[config.mk]
export PLATFORM = sky130hd
export DESIGN_NAME = gray_counter
export DESIGN_NICKNAME = d
export VERILOG_FILES = /design/src/rtl/gray_counter.sv
export SDC_FILE = /design/constraint.sdc
export NUM_CORES = 1
export LEC_CHECK = 0
export CAP_MARGIN = 10
export CORE_MARGIN = 8
export CORE_UTILIZATION = 40
export CTS_BUF_LIST = sky130_fd_sc_hd__clkbuf_16
export DETAILED_ROUTE_END_ITERATION = 12
export HOLD_SLACK_MARGIN = 0.12
export PLACE_DENSITY = 0.72
export RECOVER_POWER = 50
export SLEW_MARGIN = 20
export SYNTH_ARGS = -nofsm -noshare
export SYNTH_HDL_FRONTEND = slang
export SYNTH_SLANG_ARGS = --single-unit
[constraint.sdc]
create_clock -name clk -period 2.4 [get_ports clk]
set_input_delay 0.48 -clock clk [delete_from_list [all_inputs] [get_ports clk]]
set_output_delay 0.48 -clock clk [all_outputs]
set_load 0.02 [all_outputs]
[src/rtl/gray_counter.sv]
// -----------------------------------------------------------------------------
// gray_counter
//
// Registered up/down counter that keeps a binary and a Gray view of the same
// count. Typical uses are async-FIFO pointers and glitch-free position or
// state encoding. Supports a parallel load in either binary or Gray encoding
// and a registered terminal-count flag.
//
// Priority at each rising clock edge is rst > load > en.
//
// Optional build macro:
//   GRAY_COUNTER_SAT_EN - when defined, the counter saturates at the ends of
//                         its range instead of wrapping. tc is raised on every
//                         cycle that requests an out-of-range step.
//
// Parameters:
//   WIDTH     - counter width in bits (1..32)
//   RESET_VAL - binary count loaded on reset (must be < 2**WIDTH)
//
// Ports:
//   clk       in   rising-edge clock
//   rst       in   synchronous, active-high reset
//   en        in   count enable, one step per cycle while high
//   up        in   direction: 1 = increment, 0 = decrement
//   load      in   parallel load strobe (overrides en/up)
//   load_gray in   encoding of load_val: 1 = Gray, 0 = binary
//   load_val  in   [WIDTH] load value
//   bin_out   out  [WIDTH] registered binary count
//   gray_out  out  [WIDTH] registered Gray count, bin_out ^ (bin_out >> 1)
//   tc        out  registered terminal-count flag
//
// All outputs come straight from flops; there is no input-to-output
// combinational path.
// -----------------------------------------------------------------------------
module gray_counter #(
    parameter int unsigned WIDTH     = 4,
    parameter int unsigned RESET_VAL = 0
) (
    input  logic             clk,
    input  logic             rst,
    input  logic             en,
    input  logic             up,
    input  logic             load,
    input  logic             load_gray,
    input  logic [WIDTH-1:0] load_val,
    output logic [WIDTH-1:0] bin_out,
    output logic [WIDTH-1:0] gray_out,
    output logic             tc
);

    localparam logic [WIDTH-1:0] RESET_BIN  = WIDTH'(RESET_VAL);
    localparam logic [WIDTH-1:0] RESET_GRAY = RESET_BIN ^ (RESET_BIN >> 1);
    localparam logic [WIDTH-1:0] MAX_VAL    = {WIDTH{1'b1}};
    localparam logic [WIDTH-1:0] MIN_VAL    = {WIDTH{1'b0}};
    localparam logic [WIDTH-1:0] ONE        = WIDTH'(1);

    // Gray-to-binary: each binary bit is the XOR of all Gray bits at or
    // above its position, built MSB-first.
    function automatic logic [WIDTH-1:0] gray2bin(input logic [WIDTH-1:0] g);
        logic [WIDTH-1:0] b;
        b            = '0;
        b[WIDTH-1]   = g[WIDTH-1];
        for (int i = WIDTH - 2; i >= 0; i--) begin
            b[i] = b[i+1] ^ g[i];
        end
        return b;
    endfunction

    logic [WIDTH-1:0] bin_q,  bin_d;
    logic [WIDTH-1:0] gray_q, gray_d;
    logic             tc_q,   tc_d;

    // Edge conditions of the current count relative to the requested step.
    logic at_max;
    logic at_min;

    assign at_max = (bin_q == MAX_VAL);
    assign at_min = (bin_q == MIN_VAL);

    // Next-state logic. tc defaults low so that hold, load and normal steps
    // all clear it; only an edge step raises it.
    always_comb begin
        bin_d = bin_q;
        tc_d  = 1'b0;

        if (load) begin
            bin_d = load_gray ? gray2bin(load_val) : load_val;
        end else if (en) begin
            if (up) begin
                if (at_max) begin
`ifdef GRAY_COUNTER_SAT_EN
                    bin_d = bin_q;
`else
                    bin_d = MIN_VAL;
`endif
                    tc_d  = 1'b1;
                end else begin
                    bin_d = bin_q + ONE;
                end
            end else begin
                if (at_min) begin
`ifdef GRAY_COUNTER_SAT_EN
                    bin_d = bin_q;
`else
                    bin_d = MAX_VAL;
`endif
                    tc_d  = 1'b1;
                end else begin
                    bin_d = bin_q - ONE;
                end
            end
        end

        // Gray view is always derived from the next binary value, so the two
        // registers can never disagree.
        gray_d = bin_d ^ (bin_d >> 1);
    end

    always_ff @(posedge clk) begin
        if (rst) begin
            bin_q  <= RESET_BIN;
            gray_q <= RESET_GRAY;
            tc_q   <= 1'b0;
        end else begin
            bin_q  <= bin_d;
            gray_q <= gray_d;
            tc_q   <= tc_d;
        end
    end

    assign bin_out  = bin_q;
    assign gray_out = gray_q;
    assign tc       = tc_q;

endmodule
# Word-level counts from Yosys, hierarchy flattened
# Cells that the tools add are included.
dict set report totals {
  out_inout_bits 9
  input_bits 10
  wordCells 22
  reg_bits 9
}
dict set report op_classes {
  n_eq_ne 1
  reduce_logical 2
  add_sub_neg 2
  muxes 9
  bitwise 5
}
# op n
set op_table {}
lappend op_table {{$mux 4} 5}
lappend op_table {{$add 4x1->4 const B} 1}
lappend op_table {{$eq 4x4->1 const B} 1}
lappend op_table {{$logic_not 4->1} 1}
lappend op_table {{$sub 4x1->4 const B} 1}
lappend op_table {{$xor 4x3->4} 1}
lappend op_table {{$mux 1} 3}
lappend op_table {{$mux 3} 1}
lappend op_table {{$reduce_or 3->1} 1}
lappend op_table {{$xor 1x1->1} 3}
lappend op_table {{$not 1->1} 1}

# Depth between registers and ports, before layout
# Gate-level depths: netlist of run 1.
dict set report logic_depth {
  word_depth 6
  mapped_depth 7
  ltp_nobuf 7
}

# Worst setup path after synthesis of run 1
# Ideal clock, no wire load.
dict set report synth_path {
  kind {register to register}
  start {reg bin_q[0] (netlist: bin_out[0])}
  end {reg gray_q[0] (netlist: gray_out[0])}
  path_stages_with_launch 8
  path_slack_ns 0.368
  arrival_time_ns 1.911
  path_buffers 0
  required_ns 2.279
  setup_ns 0.121
  path_cell_list {dfxtp_1 -> inv_1 -> ha_1 -> or3b_2 -> a221oi_1 -> o21ai_0 -> o21ai_0 -> mux2_2}
}
dict set report synth_between {
  elab_chain_len 6
  word_cells_on_any_way 10
}
# item line
set synth_lines {}
lappend synth_lines {{from (decl)} 69} ;# logic [WIDTH-1:0] bin_q, bin_d;
lappend synth_lines {{from (signal assigned)} 125} ;# bin_q <= bin_d;
lappend synth_lines {{$sub 4x1->4 (tied with other cells)} 109} ;# bin_d = bin_q - ONE;
lappend synth_lines {{$mux 4, on equally long branches} {101, 90}}
lappend synth_lines {{$mux 4} 89} ;# if (up) begin
lappend synth_lines {{$mux 4 *} 88} ;# end else if (en) begin
lappend synth_lines {{$mux 4 *} 86} ;# if (load) begin
lappend synth_lines {{$xor 4x3->4 *} 116} ;# gray_d = bin_d ^ (bin_d >> 1);
lappend synth_lines {{to (signal assigned)} 126} ;# gray_q <= gray_d;
lappend synth_lines {{to (decl)} 70} ;# logic [WIDTH-1:0] gray_q, gray_d;
# Mark *: on every way between the ends. The rest lies on a longest branch, timed or not.
# A chain may end at the register's enable or synchronous reset.

# Worst setup path in the final report of run 1
dict set report layout_path {
  start {in up}
  end {reg gray_q[0] (netlist: gray_out[0])}
}
dict set report layout_between {
  elab_chain_len 4
}
# item line
set layout_lines {}
lappend layout_lines {{from (decl)} 42} ;# input logic up,
lappend layout_lines {{$mux 4} 89}
lappend layout_lines {{$mux 4} 88}
lappend layout_lines {{$mux 4} 86}
lappend layout_lines {{$xor 4x3->4} 116}
# Every way passes these cells.

==> results of run 1 <==
==> logic make-up (layout without fill, tap and decap cells) <==
kind of cell	Yosys count	in the layout	share of synthesized area [%]
flops	8	8	28.44
xor+xnor	4	4	6.222
buf+inv	8	31	6.222
mux	4	4	8.443
fa+ha+maj	2	2	4.444
compound gates	18	18	24.89
simple gates	22	22	21.33
==> path summary, 6_finish.rpt <==
kind                    startpoint                      to  slack, ns  depth (start not counted)
max                             up  gray_out[0]$_SDFF_PP0_       0.23                          6
min          bin_out[2]$_SDFF_PP0_           tc$_SDFF_PP0_       0.69                          3
max reg2reg  bin_out[0]$_SDFF_PP0_  gray_out[0]$_SDFF_PP0_       0.34                          7
min reg2reg  bin_out[2]$_SDFF_PP0_           tc$_SDFF_PP0_       0.69                          3
==> synthesized netlist by cell type (all sizes together) (2+ instances only) <==
cell type / count
buf: 2
ha: 2
nand4: 2
nor2: 6
xnor2: 4
a211oi: 3
nand3: 3
mux2: 3
nand2: 2
a31oi: 2
inv: 6
nor2b: 3
o21ai: 4
dfxtp: 8
==> flip-flops by register name, summed over array words and instances, names as in the netlist <==
signal    flops
tc            1
gray_out      3
bin_out       4
==> stage by stage <==
step,hold WS (ns),setup slack (ns)
after floorplan,0.5516,0.3678
after global routing,0.7305,0.1352
final,0.6867,0.2306
after detailed placement,0.6840,0.008445
after global placement,0.6808,0.04466
after CTS,0.6900,0.2413
==> area by class of cell <==
| class | count | share of cell area (%) |
|---|---|---|
| sequential | 8 | 18.85 |
| timing repair buffer | 22 | 24.74 |
| tap | 15 | 2.209 |
| inverter | 6 | 2.651 |
| clock buffer | 3 | 8.837 |
| multi-input combinational | 50 | 42.71 |
==> power breakdown <==
| part | leakage [nW] | internal, W | switching [W] |
|---|---|---|---|
| logic | 0.253 | 0.0000810 | 0.0000770 |
| registers | 0.0663 | 0.000147 | 0.00000964 |
| clock network | 0.0370 | 0.000214 | 0.0000595 |
| total | 0.357 | 0.000443 | 0.000146 |
==> worst reg2reg max path, cell delays in order, from the launching register on <==
cell and delay (ns):
dfxtp_1 0.30, inv_1 0.12, ha_1 0.21, or3b_2 0.47
a221oi_1 0.26, o21ai_0 0.12, o21ai_0 0.11, mux2_2 0.36
==> layer usage <==
metal	global-route usage [%]	routed length [um]	vias up	part of all wire (%)
li1	-	-	290	-
met1	12.42	649	258	45
met2	16.99	690	22	48
met3	3.361	80	2	5.6
met4	6.723	18	0	1.3
met5	0	0	-	0
==> cell usage in the layout (no fill, tap or decap), types with 2 or more instances in the layout <==
cell type / instances
a211oi_1: 3
a31oi_1: 2
buf_4: 4
clkbuf_16: 3
clkdlybuf4s50_1: 12
dfxtp_1: 8
dlygate4sd3_1: 6
ha_1: 2
inv_1: 5
mux2_2: 2
nand2_1: 2
nand3_1: 3
nand4_1: 2
nor2_1: 6
nor2b_1: 3
o21ai_0: 4
xnor2_1: 4
==> out/results.ini, run 1 <==
[outcome]
status=complete, no violations

[layout]
n_fill_cell=117
syn_to_final_growth_pct=50.89
instances_no_fill=104
ff_latch_area_um2=160.2
fin_area_um2=849.6
final_nets=103
final_core_util_pct=65.29
drive_gt1_share_pct=20.22
multi_input_area_um2=362.8
antennaDiodeCount=0

[cts]
clockRootBuffer=clkbuf_16
cts_buffers=3
cts_tree=yes
clock_latency_ns=0.23
clk_pin_slew_worst_paths_ns=0.04
htree_levels=1
cts_buffer_depth=2
cts_resized=0
hold_buffers=0
postCtsSetupRepairBufs=0
cts_num_sinks=8

[yosys]
syn_inst=66
ys_types=34
seq_area_frac_synth_pct=28.44
ys_top_cells_by_area=dfxtp_1 (28%), xnor2_1 (6.2%), ha_1 (4.4%), mux2_2 (4.0%), nor2_1 (4.0%)
syn-num-nets=78
synth_warnings=0
synth_top_cell_by_area=dfxtp_1
ys_seq_elements=8
async_flop_share_pct=0
synth_edf_count=0
syn_area_per_cell_um2=8.531
synth_area_um2=563.0
synth_ff_type=dfxtp_1
synth.top_cell.area_share_pct=28.44

[critical_path]
critical_path_buf_inv_count=1
cp_max_fo=4
cp.arrival_ns=2.28
cp_cell_sequence=clkdlybuf4s50_1, or3b_2, a221oi_1, o21ai_0, o21ai_0, mux2_2
worstPathRequired_ns=2.51
cp-end-kind=flop
critPathMaxStageDelay_ns=0.48
crit_family=compound AO/OA/AOI/OAI gates
crit_path_top_delay_cell=or3b_2
crit_top_cell=o21ai_0
critPathKind=input port to flop
start_kind=input port

[grt]
antenna_found_initial=0
grt_overflow=0
grt_start_max_net_pins=11
track_usage_pct=10.80
grt_pass1_wl_um=2297
first_global_vias=537

[floorplanning]
coreArea_um2=1301
dieWidth_um=53.52
die_area_um2=2864
initial_core_util_pct=43.27
die_y_um=53.52
num_rows=13
io_pins=19

[drt]
drtAntennaViolNets=0
post_drt_wl_per_cell_um=13.84
dr.pass1.iters=4
drc=0
routed_wl_um=1439
routed_via_density=5.500
vias=572
drt-initial-drc-count=20

[sta]
rsz0062_at_grt=no
setup_viol=0
final-hold-violation-count=0
slew_violations=0
max_freq_ghz=0.4610
post-route-min-period_ns=2.169
slew_headroom_pct=70.71
worst_pin_slew_ns=0.4367
fin_crit_sh_pct=90.39
fin_tns_setup_ns=0
clock_skew_ns=0.0009324

[power]
p_per_area_nw_per_um2=693.2
ir_worst_vdd_v=0.0003017
power_leakage_nw=0.3566
p_total_w=0.0005889

[placement]
io_buffers=18
hpwl_um=1141
place_area_um2=779.5
dp.cells=101
gp_congestion=0.8626

[flow_run]
max_cap_viol_count=0

[hold_path]
holdCritPathClass=flop to flop

(Power assumes the default switching activity.)
==> run 2: changes to the inputs <==
--- a/config.mk
+++ b/config.mk
@@ -11,7 +11,7 @@
 export CTS_BUF_LIST = sky130_fd_sc_hd__clkbuf_16
 export DETAILED_ROUTE_END_ITERATION = 12
 export HOLD_SLACK_MARGIN = 0.12
-export PLACE_DENSITY = 0.72
+export PLACE_DENSITY = 0.7
 export RECOVER_POWER = 50
 export SLEW_MARGIN = 20
 export SYNTH_ARGS = -nofsm -noshare
==> out/results.ini, run 2 (same netlist as run 1, synthesis figures left out) <==
[outcome]
status=complete, no violations  ; unchanged

[critical_path]
critPathKind=input port to flop  ; unchanged
cp.arrival_ns=2.32  ; was 2.28 ns
cp-end-kind=flop  ; unchanged
start_kind=input port  ; unchanged
crit_top_cell=o21ai_0  ; unchanged
crit_path_top_delay_cell=or3b_2  ; unchanged
r2r_start=bin_out[0]$_SDFF_PP0_  ; unchanged
cp_cell_sequence=clkdlybuf4s50_1, or3b_2, a221oi_1, o21ai_0, o21ai_0, mux2_2  ; unchanged
r2r-end=gray_out[0]$_SDFF_PP0_  ; unchanged
r2r_slack_ns=0.31  ; was 0.34 ns
cp_max_fo=4  ; unchanged
reg2reg_depth=7  ; unchanged
worstPathRequired_ns=2.51  ; about the same
critPathMaxStageDelay_ns=0.49  ; was 0.48 ns

[placement]
hpwl_um=1186  ; was 1141 um
place_area_um2=787.0  ; was 779.5 um2
io_buffers=18  ; unchanged
dp.cells=102  ; was 101
gp_congestion=0.8341  ; was 0.8626

[power]
p_per_area_nw_per_um2=686.1  ; was 693.2 nW/um2
ir_worst_vdd_v=0.0002703  ; was 0.0003017 V
power_leakage_nw=0.3629  ; was 0.3566 nW

[sta]
rsz0062_at_grt=no  ; unchanged
clock_skew_ns=0.0004103  ; was 0.0009324 ns
slew_violations=0  ; unchanged
worst_pin_slew_ns=0.2983  ; was 0.4367 ns
post-route-min-period_ns=2.207  ; was 2.169 ns
fin_crit_sh_pct=91.96  ; was 90.39%
holdWs_ns=0.7060  ; was 0.6867 ns
max_freq_ghz=0.4531  ; was 0.4610 GHz
setup_viol=0  ; unchanged
fin_tns_setup_ns=0  ; unchanged
slew_headroom_pct=80.08  ; was 70.71%
final-hold-violation-count=0  ; unchanged

[floorplanning]
die_y_um=53.52  ; unchanged
io_pins=19  ; unchanged
dieWidth_um=53.52  ; unchanged
initial_core_util_pct=43.27  ; unchanged
coreArea_um2=1301  ; unchanged
die_area_um2=2864  ; unchanged
num_rows=13  ; unchanged

[cts]
clockRootBuffer=clkbuf_16  ; unchanged
postCtsSetupRepairBufs=0  ; unchanged
htree_levels=1  ; unchanged
clk_pin_slew_worst_paths_ns=0.04  ; about the same
cts_tree=yes  ; unchanged
cts_num_sinks=8  ; unchanged
cts_resized=0  ; unchanged
clock_latency_ns=0.23  ; about the same
cts_buffer_depth=2  ; unchanged
cts_buffers=3  ; unchanged
hold_buffers=0  ; unchanged

[layout]
final_common_cell=clkdlybuf4s50_1  ; unchanged
multi_input_area_um2=367.9  ; was 362.8 um2
antennaDiodeCount=0  ; unchanged
instances_no_fill=105  ; was 104
syn_to_final_growth_pct=53.11  ; was 50.89%
largest_reg_flops=4  ; unchanged
final_nets=104  ; was 103
final_core_util_pct=66.25  ; was 65.29%
ff_latch_area_um2=160.2  ; unchanged
n_fill_cell=138  ; was 117
drive_gt1_share_pct=22.22  ; was 20.22%
final_cell_mix=clkdlybuf4s50_1 (11), dfxtp_1 (8), dlygate4sd3_1 (7)  ; was clkdlybuf4s50_1 (12), dfxtp_1 (8), nor2_1 (6), dlygate4sd3_1 (6), inv_1 (5)
fin_area_um2=862.1  ; was 849.6 um2

[drt]
drtAntennaViolNets=0  ; unchanged
drt-initial-drc-count=9  ; was 20
drc=0  ; unchanged
routed_via_density=5.305  ; was 5.500
dr.pass1.iters=4  ; unchanged
vias=557  ; was 572
post_drt_wl_per_cell_um=14.60  ; was 13.84 um
routed_wl_um=1533  ; was 1439 um

[grt]
track_usage_pct=12.02  ; was 10.80%
grt_pass1_wl_um=2594  ; was 2297 um
first_global_vias=563  ; was 537
grt_start_max_net_pins=11  ; unchanged
antenna_found_initial=0  ; unchanged
grt_overflow=0  ; unchanged

[hold_path]
hp-start=bin_out[3]$_SDFF_PP0_  ; was bin_out[2]$_SDFF_PP0_
min_to=tc$_SDFF_PP0_  ; unchanged
holdCritPathClass=flop to flop  ; unchanged
whs_path_depth=3  ; unchanged

[flow_run]
max_cap_viol_count=0  ; unchanged

[run 2: per-stage QoR]
step                      power [W]  setup slack (ns)
after floorplan           0.0002521            0.3678
after global placement    0.0003216           0.03963
after detailed placement  0.0003250          -0.02323
after CTS                 0.0005992            0.2046
after global routing      0.0006238            0.1333
final                     0.0005915            0.1930
[run 2: where the power goes]
group	total (W)	switching, W	internal, W
clock network	0.000272	0.0000582	0.000214
logic	0.000162	0.0000798	0.0000824
registers	0.000157	0.00000957	0.000147
total	0.000591	0.000148	0.000444
[run 2: layout make-up]
cell class / instances / share of cell area [%]
multi-input combinational: 50 / 42.67
timing repair buffer: 23 / 25.25
sequential: 8 / 18.58
clock buffer: 3 / 8.708
inverter: 6 / 2.612
tap: 15 / 2.177
[run 2: critical path, delay by kind of cell]
kind / cells / cell delay [ns]
buffers and inverters: 1 / 0.48
muxes: 1 / 0.36
and+or+nand+nor: 1 / 0.49
AOI/OAI and AO/OA: 3 / 0.51
[run 2: worst max path at each step]
| stage | slack (ns) | from | to |
|---|---|---|---|
| after global routing | 0.13 | up | gray_out[0]$_SDFF_PP0_ |
| after floorplan | 0.37 | bin_out[0]$_SDFF_PP0_ | gray_out[0]$_SDFF_PP0_ |
| after CTS | 0.20 | up | gray_out[0]$_SDFF_PP0_ |
| after global placement | 0.04 | up | gray_out[0]$_SDFF_PP0_ |
| after detailed placement | -0.02 | up | gray_out[0]$_SDFF_PP0_ |
| final | 0.19 | up | gray_out[0]$_SDFF_PP0_ |
[run 2: routing by layer]
layer	GRT usage (%)	part of all wire [%]	vias to the layer above
met5	0	0	-
met4	5.042	1.2	0
met3	3.081	4.8	2
met2	19.34	48	19
met1	14.78	46	247
li1	-	-	289
